[src/rtl/lbb_pkg.sv]
// ============================================================================
// Module      : lbb_pkg
// Description : Shared types, widths and helpers for the LBB local-bus slice.
// Revision    : 1.0 - initial release
// ============================================================================
`default_nettype none

package lbb_pkg;

    localparam int LBB_AW = 32;
    localparam int LBB_DW = 32;

    localparam logic [LBB_DW-1:0] LBB_TO_RDATA_DEFAULT = 32'hFFFF_FFFF;

    typedef enum logic [2:0] {
        ST_IDLE    = 3'd0,
        ST_ADDR    = 3'd1,
        ST_REQ     = 3'd2,
        ST_READY   = 3'd3,
        ST_RECOVER = 3'd4
    } lbb_lbus_state_t;

    // Bursts wrap inside the 16-byte-aligned quad: only word bits [3:2] advance.
    function automatic logic [LBB_AW-1:2] next_quad_addr(input logic [LBB_AW-1:2] word_addr);
        logic [1:0] w_lo;
        w_lo = word_addr[3:2] + 2'd1;
        return {word_addr[LBB_AW-1:4], w_lo};
    endfunction

endpackage

`default_nettype wire

[src/rtl/lbb_lbus_slave_if.sv]
// ============================================================================
// Module      : lbb_lbus_slave_if
// Description : Local-bus pins plus downstream request/ack channel.
// Revision    : 1.0 - initial release
// ============================================================================
`default_nettype none

interface lbb_lbus_slave_if;
    import lbb_pkg::*;

    logic              IN_ADS;
    logic              I_LABS3;
    logic              IN_LWR;
    logic              IN_BLAST;
    logic [3:0]        IN_LBE;
    logic [LBB_DW-1:0] I_LAD;
    logic [LBB_DW-1:0] O_LAD;
    logic              O_LAD_OE;
    logic              ON_READYi;
    logic              O_REQ;
    logic              O_REQ_WR;
    logic [LBB_AW-1:0] O_REQ_ADDR;
    logic [3:0]        O_REQ_BE;
    logic [LBB_DW-1:0] O_REQ_WDATA;
    logic              I_REQ_ACK;
    logic [LBB_DW-1:0] I_RSP_RDATA;
    logic              O_TIMEOUT;

    modport slave (
        input  IN_ADS, I_LABS3, IN_LWR, IN_BLAST, IN_LBE, I_LAD, I_REQ_ACK, I_RSP_RDATA,
        output O_LAD, O_LAD_OE, ON_READYi, O_REQ, O_REQ_WR, O_REQ_ADDR, O_REQ_BE,
               O_REQ_WDATA, O_TIMEOUT
    );

    modport master (
        output IN_ADS, I_LABS3, IN_LWR, IN_BLAST, IN_LBE, I_LAD, I_REQ_ACK, I_RSP_RDATA,
        input  O_LAD, O_LAD_OE, ON_READYi, O_REQ, O_REQ_WR, O_REQ_ADDR, O_REQ_BE,
               O_REQ_WDATA, O_TIMEOUT
    );

endinterface

`default_nettype wire

[src/rtl/lbb_beat_timer.sv]
// ============================================================================
// Module      : lbb_beat_timer
// Description : 8-bit per-beat wait counter; flags expiry at TIMEOUT.
// Revision    : 1.0 - initial release
// ============================================================================
`default_nettype none

module lbb_beat_timer #(
    parameter logic [7:0] TIMEOUT = 8'd255
) (
    input  wire logic clk_i,
    input  wire logic rst_ni,
    input  wire logic clear_i,
    input  wire logic enable_i,
    output logic      expired_o
);

    logic [7:0] cnt_q;

    assign expired_o = (cnt_q == TIMEOUT);

    always_ff @(posedge clk_i or negedge rst_ni) begin
        if (!rst_ni) begin
            cnt_q <= 8'd0;
        end else if (clear_i) begin
            cnt_q <= 8'd0;
        end else if (enable_i && !expired_o) begin
            cnt_q <= cnt_q + 8'd1;
        end
    end

endmodule

`default_nettype wire

[src/rtl/lbb_lbus_slave.sv]
// ============================================================================
// Module      : lbb_lbus_slave
// Description : i960-style local-bus slave; one downstream request per beat.
// Revision    : 1.0 - initial release
// ============================================================================
`default_nettype none

module lbb_lbus_slave
    import lbb_pkg::*;
#(
    parameter logic [7:0]        TIMEOUT  = 8'd255,
    parameter logic [LBB_DW-1:0] TO_RDATA = LBB_TO_RDATA_DEFAULT
) (
    input  wire logic       I_LCLK,
    input  wire logic       IN_RESET,
    lbb_lbus_slave_if.slave bus
);

    lbb_lbus_state_t   state_q;
    logic [LBB_AW-1:2] addr_q;
    logic              wr_q;
    logic [3:0]        be_q;
    logic [LBB_DW-1:0] wdata_q;
    logic              req_q;
    logic              readyn_q;
    logic [LBB_DW-1:0] lad_q;
    logic              lad_oe_q;
    logic              timeout_q;
    logic              w_expired;

    lbb_beat_timer #(
        .TIMEOUT (TIMEOUT)
    ) u_beat_timer (
        .clk_i     (I_LCLK),
        .rst_ni    (IN_RESET),
        .clear_i   (state_q == ST_ADDR),
        .enable_i  (state_q == ST_REQ),
        .expired_o (w_expired)
    );

    assign bus.O_REQ       = req_q;
    assign bus.O_REQ_WR    = wr_q;
    assign bus.O_REQ_ADDR  = {addr_q, 2'b00};
    assign bus.O_REQ_BE    = be_q;
    assign bus.O_REQ_WDATA = wdata_q;
    assign bus.ON_READYi   = readyn_q;
    assign bus.O_LAD       = lad_q;
    assign bus.O_LAD_OE    = lad_oe_q;
    assign bus.O_TIMEOUT   = timeout_q;

    always_ff @(posedge I_LCLK or negedge IN_RESET) begin
        if (!IN_RESET) begin
            state_q   <= ST_IDLE;
            addr_q    <= '0;
            wr_q      <= 1'b0;
            be_q      <= 4'd0;
            wdata_q   <= '0;
            req_q     <= 1'b0;
            readyn_q  <= 1'b1;
            lad_q     <= '0;
            lad_oe_q  <= 1'b0;
            timeout_q <= 1'b0;
        end else begin
            timeout_q <= 1'b0;
            case (state_q)
                ST_IDLE: begin
                    if (!bus.IN_ADS && bus.I_LABS3) begin
                        addr_q  <= bus.I_LAD[LBB_AW-1:2];
                        wr_q    <= ~bus.IN_LWR;
                        be_q    <= ~bus.IN_LBE;
                        state_q <= ST_ADDR;
                    end
                end
                ST_ADDR: begin
                    wdata_q <= bus.I_LAD;
                    be_q    <= ~bus.IN_LBE;
                    req_q   <= 1'b1;
                    state_q <= ST_REQ;
                end
                ST_REQ: begin
                    // A real ack on the expiry edge takes priority over the timeout.
                    if (bus.I_REQ_ACK) begin
                        req_q    <= 1'b0;
                        readyn_q <= 1'b0;
                        if (!wr_q) begin
                            lad_q    <= bus.I_RSP_RDATA;
                            lad_oe_q <= 1'b1;
                        end
                        state_q  <= ST_READY;
                    end else if (w_expired) begin
                        req_q     <= 1'b0;
                        readyn_q  <= 1'b0;
                        timeout_q <= 1'b1;
                        if (!wr_q) begin
                            lad_q    <= TO_RDATA;
                            lad_oe_q <= 1'b1;
                        end
                        state_q   <= ST_READY;
                    end
                end
                ST_READY: begin
                    readyn_q <= 1'b1;
                    lad_oe_q <= 1'b0;
                    if (!bus.IN_BLAST) begin
                        state_q <= ST_RECOVER;
                    end else begin
                        addr_q  <= next_quad_addr(addr_q);
                        state_q <= ST_ADDR;
                    end
                end
                ST_RECOVER: begin
                    state_q <= ST_IDLE;
                end
                default: begin
                    state_q <= ST_IDLE;
                end
            endcase
        end
    end

endmodule

`default_nettype wire

[src/flat_wrapper.sv]
// flat-port wrapper written by rule: the top's interface ports become plain ports
module lbb_lbus_slave_flat import lbb_pkg::*;
#(
    parameter logic [7:0]        TIMEOUT  = 8'd255,
    parameter logic [LBB_DW-1:0] TO_RDATA = LBB_TO_RDATA_DEFAULT
)
  (I_LCLK, IN_RESET, bus_IN_ADS, bus_I_LABS3, bus_IN_LWR, bus_IN_BLAST, bus_IN_LBE, bus_I_LAD, bus_I_REQ_ACK, bus_I_RSP_RDATA, bus_O_LAD, bus_O_LAD_OE, bus_ON_READYi, bus_O_REQ, bus_O_REQ_WR, bus_O_REQ_ADDR, bus_O_REQ_BE, bus_O_REQ_WDATA, bus_O_TIMEOUT);
  lbb_lbus_slave_if bus_i ();
  input  wire logic I_LCLK;
  input  wire logic IN_RESET;
  input wire logic [$bits(bus_i.IN_ADS)-1:0] bus_IN_ADS;
  input wire logic [$bits(bus_i.I_LABS3)-1:0] bus_I_LABS3;
  input wire logic [$bits(bus_i.IN_LWR)-1:0] bus_IN_LWR;
  input wire logic [$bits(bus_i.IN_BLAST)-1:0] bus_IN_BLAST;
  input wire logic [$bits(bus_i.IN_LBE)-1:0] bus_IN_LBE;
  input wire logic [$bits(bus_i.I_LAD)-1:0] bus_I_LAD;
  input wire logic [$bits(bus_i.I_REQ_ACK)-1:0] bus_I_REQ_ACK;
  input wire logic [$bits(bus_i.I_RSP_RDATA)-1:0] bus_I_RSP_RDATA;
  output wire logic [$bits(bus_i.O_LAD)-1:0] bus_O_LAD;
  output wire logic [$bits(bus_i.O_LAD_OE)-1:0] bus_O_LAD_OE;
  output wire logic [$bits(bus_i.ON_READYi)-1:0] bus_ON_READYi;
  output wire logic [$bits(bus_i.O_REQ)-1:0] bus_O_REQ;
  output wire logic [$bits(bus_i.O_REQ_WR)-1:0] bus_O_REQ_WR;
  output wire logic [$bits(bus_i.O_REQ_ADDR)-1:0] bus_O_REQ_ADDR;
  output wire logic [$bits(bus_i.O_REQ_BE)-1:0] bus_O_REQ_BE;
  output wire logic [$bits(bus_i.O_REQ_WDATA)-1:0] bus_O_REQ_WDATA;
  output wire logic [$bits(bus_i.O_TIMEOUT)-1:0] bus_O_TIMEOUT;
  assign bus_i.IN_ADS = bus_IN_ADS;
  assign bus_i.I_LABS3 = bus_I_LABS3;
  assign bus_i.IN_LWR = bus_IN_LWR;
  assign bus_i.IN_BLAST = bus_IN_BLAST;
  assign bus_i.IN_LBE = bus_IN_LBE;
  assign bus_i.I_LAD = bus_I_LAD;
  assign bus_i.I_REQ_ACK = bus_I_REQ_ACK;
  assign bus_i.I_RSP_RDATA = bus_I_RSP_RDATA;
  assign bus_O_LAD = bus_i.O_LAD;
  assign bus_O_LAD_OE = bus_i.O_LAD_OE;
  assign bus_ON_READYi = bus_i.ON_READYi;
  assign bus_O_REQ = bus_i.O_REQ;
  assign bus_O_REQ_WR = bus_i.O_REQ_WR;
  assign bus_O_REQ_ADDR = bus_i.O_REQ_ADDR;
  assign bus_O_REQ_BE = bus_i.O_REQ_BE;
  assign bus_O_REQ_WDATA = bus_i.O_REQ_WDATA;
  assign bus_O_TIMEOUT = bus_i.O_TIMEOUT;
  lbb_lbus_slave #(.TIMEOUT(TIMEOUT), .TO_RDATA(TO_RDATA)) u_core (.I_LCLK(I_LCLK), .IN_RESET(IN_RESET), .bus(bus_i));
endmodule
[config.mk]
export PLATFORM = sky130hd
export DESIGN_NAME = lbb_lbus_slave_flat
export DESIGN_NICKNAME = d
export VERILOG_FILES = /design/src/rtl/lbb_pkg.sv /design/src/rtl/lbb_lbus_slave_if.sv /design/src/rtl/lbb_beat_timer.sv /design/src/rtl/lbb_lbus_slave.sv /design/src/flat_wrapper.sv
export SDC_FILE = /design/constraint.sdc
export NUM_CORES = 1
export LEC_CHECK = 0
export CORE_MARGIN = 2
export CORE_UTILIZATION = 40
export DETAILED_ROUTE_END_ITERATION = 6
export PLACE_DENSITY = 0.75
export REMOVE_ABC_BUFFERS = 1
export SLEW_MARGIN = 20
export SYNTH_ARGS = -nofsm -noshare
export SYNTH_HDL_FRONTEND = slang
export SYNTH_HIERARCHICAL = 1
export SYNTH_SLANG_ARGS = --single-unit
[constraint.sdc]
create_clock -name I_LCLK -period 5.1 [get_ports I_LCLK]
set_input_delay 1.02 -clock I_LCLK [delete_from_list [all_inputs] [get_ports I_LCLK]]
set_output_delay 1.02 -clock I_LCLK [all_outputs]
set_load 0.05 [all_outputs]
==> flow_summary.ini <==
[clocking]
cts-resized-gates = 0
cts_max_path_buffers = 2
clk_pin_slew_ns = 0.05
ctsHoldBuffers = 0
cts_buffers = 17
cts_sinks = 114
htree_levels = 4
post_cts_buffers = 0
cts_root_buf = clkbuf_16
cts_tree = done
clock_latency_ns = 0.41

[worst_setup_path]
start_kind = flop
cp.arrival_ns = 1.76
crit_path_max_fanout = 2
critPathSlowestCell = clkdlybuf4s50_1
critPathRequiredTime_ns = 4.08
slowest_delay_ns = 0.82
crit_buf_inv = 1
end_kind = output pin
crit_family = buffers and inverters
path_class = reg -> out
crit_chain = clkdlybuf4s50_1

[place]
portBuffers = 177
routabilityCongestion = 0.808
dpl.cell_count = 709
dpl_cell_area_um2 = 6730
post-dp-hpwl_um = 8470

[sta]
drv_slew = 0
fin_hold_ws_ns = 0.486
relSlewSlack_pct = 32.0
worst_pin_slew_ns = 1.02
finClkSkew_ns = 0.00345
post-route-period-util_pct = 54.4
timing.final.hold_violations = 0
fmax_ghz = 0.360
period_minus_slack_ns = 2.78
tns_ns = 0
rsz0062_at_grt = false
setup_viol = 0

[detailed_routing]
finalWirelength_um = 12200
postRouteAntennaNets = 0
wl_per_cell_um = 16.4
routed_via_density = 5.04
remaining_drc_errors = 0
drt_first_pass_iters = 4
drt_first_iter_violations = 158
via_count = 3736

[floorplanning]
chipHeight_um = 114
initial_core_util_pct = 40.7
die_x_um = 114
core_um2 = 12000
rows = 40
die_area_um2 = 13100
pin_count = 180

[synthesis]
syn_avg_cell_area_um2 = 12.0
yosys.cell_types.count = 40
synthFlopType = dfrtp_1
yosys_warnings = 6
syn_area_um2 = 4870
ys_seq_elements = 114
synthCells = 406
ys_seq_area_share_pct = 58.6
synth-edff-count = 0
async_flop_share_pct = 100

[cells_and_area]
finalNetCount = 657
drive_above_1_share_pct = 18.0
fin_cells = 741
diodes = 0
syn_to_final_growth_pct = 49.2
fin_area_um2 = 7270

[grt]
antenna_found_initial = 0
first_global_vias = 3878
grt_pass1_wl_um = 20000
grt-ovfl-total = 0
grt_util_all_layers_pct = 19.8
grt_start_max_net_pins = 71

[flow_run]
cap_violations = 0

[power]
powerDensity_nw_per_um2 = 779
p_leak_nw = 3.03
ir_drop_uv = 477

[outcome]
run_status = complete, no violations

[min_path]
hold_class = reg -> reg
==> cell usage after synthesis, types with 2 or more instances <==
master / number / area (µm²)
nor3b_1: 4 / 30.0
nor3_1: 5 / 25.0
a21oi_1: 6 / 30.0
nand3_1: 5 / 25.0
a31oi_1: 2 / 12.5
mux2i_1: 5 / 50.1
clkbuf_1: 16 / 60.1
o21bai_1: 2 / 15.0
a211oi_1: 6 / 45.0
nand2b_1: 34 / 213
buf_6: 3 / 33.8
buf_4: 2 / 15.0
buf_2: 6 / 30.0
nand3b_1: 2 / 15.0
nor2b_1: 2 / 12.5
inv_1: 6 / 22.5
a21o_1: 5 / 37.5
nor2_1: 5 / 18.8
o21ai_0: 58 / 290
nand2_1: 34 / 128
nor4b_1: 2 / 17.5
dfrtp_1: 113 / 2830
mux2_2: 65 / 732
nand4_1: 2 / 12.5
==> flip-flops by register name (all words and copies together), names as in the netlist, 3 cells and up <==
| signal | flops |
|---|---|
| u_core/bus.O_REQ_WDATA | 32 |
| u_core/bus.O_LAD | 32 |
| u_core/u_beat_timer/cnt_q | 8 |
| u_core/state_q | 3 |
| u_core/addr_q | 30 |
| u_core/bus.O_REQ_BE | 4 |
==> metal layers <==
layer	vias up	global-route usage [%]	share of wire (%)
met1	1789	24.0	42
met4	0	6.67	1.3
li1	1767	-	-
met5	-	0	0
met2	165	32.1	48
met3	15	8.31	8.8
==> logic make-up (layout without fill, tap and decap cells) <==
logic type | count (synthesis) | in the layout | share of synthesized area [%]
AOI/OAI and AO/OA | 83 | 83 | 9.50
other | 1 | 2 | 0.0770
muxes | 71 | 71 | 16.4
buffers and inverters | 33 | 220 | 3.31
DFF | 114 | 114 | 58.6
adders and majority gates | 1 | 1 | 0.257
and+or+nand+nor | 103 | 103 | 11.9
==> worst paths after layout <==
path,start,endpoint,slack [ns],cells after the start
hold reg to reg,u_core/bus.O_LAD_OE$_DFFE_PN0P_,u_core/bus.O_LAD_OE$_DFFE_PN0P_,0.49,1
hold / removal,u_core/bus.O_LAD_OE$_DFFE_PN0P_,u_core/bus.O_LAD_OE$_DFFE_PN0P_,0.49,1
setup / recovery,u_core/bus.ON_READYi$_DFFE_PN1P_,bus_ON_READYi,2.32,1
min in group asynchronous,IN_RESET,u_core/bus.O_LAD[19]$_DFFE_PN0P_,0.73,1
setup reg to reg,u_core/state_q[2]$_DFFE_PN0P_,u_core/bus.O_LAD[30]$_DFFE_PN0P_,2.72,4
max in group asynchronous,IN_RESET,u_core/bus.O_REQ_WDATA[25]$_DFFE_PN0P_,3.29,2
==> through the flow <==
stage               utilization (%)  setup WS, ns  power, mW
floorplan                         -         0.648       3.55
global placement               56.3          2.01       4.57
detailed placement             56.3          1.95       4.63
CTS                            60.8          2.29       5.72
global route                   60.8          2.26       5.95
finish                         60.8          2.32       5.66
==> report_power, final <==
part	total, mW	internal [mW]	switching, mW
Sequential	1.56	1.32	0.239
Combinational	3.05	1.09	1.96
Clock	1.06	0.679	0.378
==> layout make-up <==
type | count | area [µm²]
inverter | 6 | 22.5
sequential | 114 | 2850
multi-input combinational | 260 | 1860
clock inverter | 5 | 25.0
fill | 985 | 4690
clock buffer | 27 | 513
tap | 147 | 184
timing repair buffer | 182 | 1810
==> cell usage in the layout, fill, tap and decap left out, types with 6 or more instances in the layout <==
master,instances
clkdlybuf4s50_1,176
dfrtp_1,113
mux2_2,65
o21ai_0,58
nand2_1,34
nand2b_1,34
clkbuf_16,17
buf_4,6
inv_1,6
a21oi_1,6
a211oi_1,6
Power figures use the tool's default switching activity.
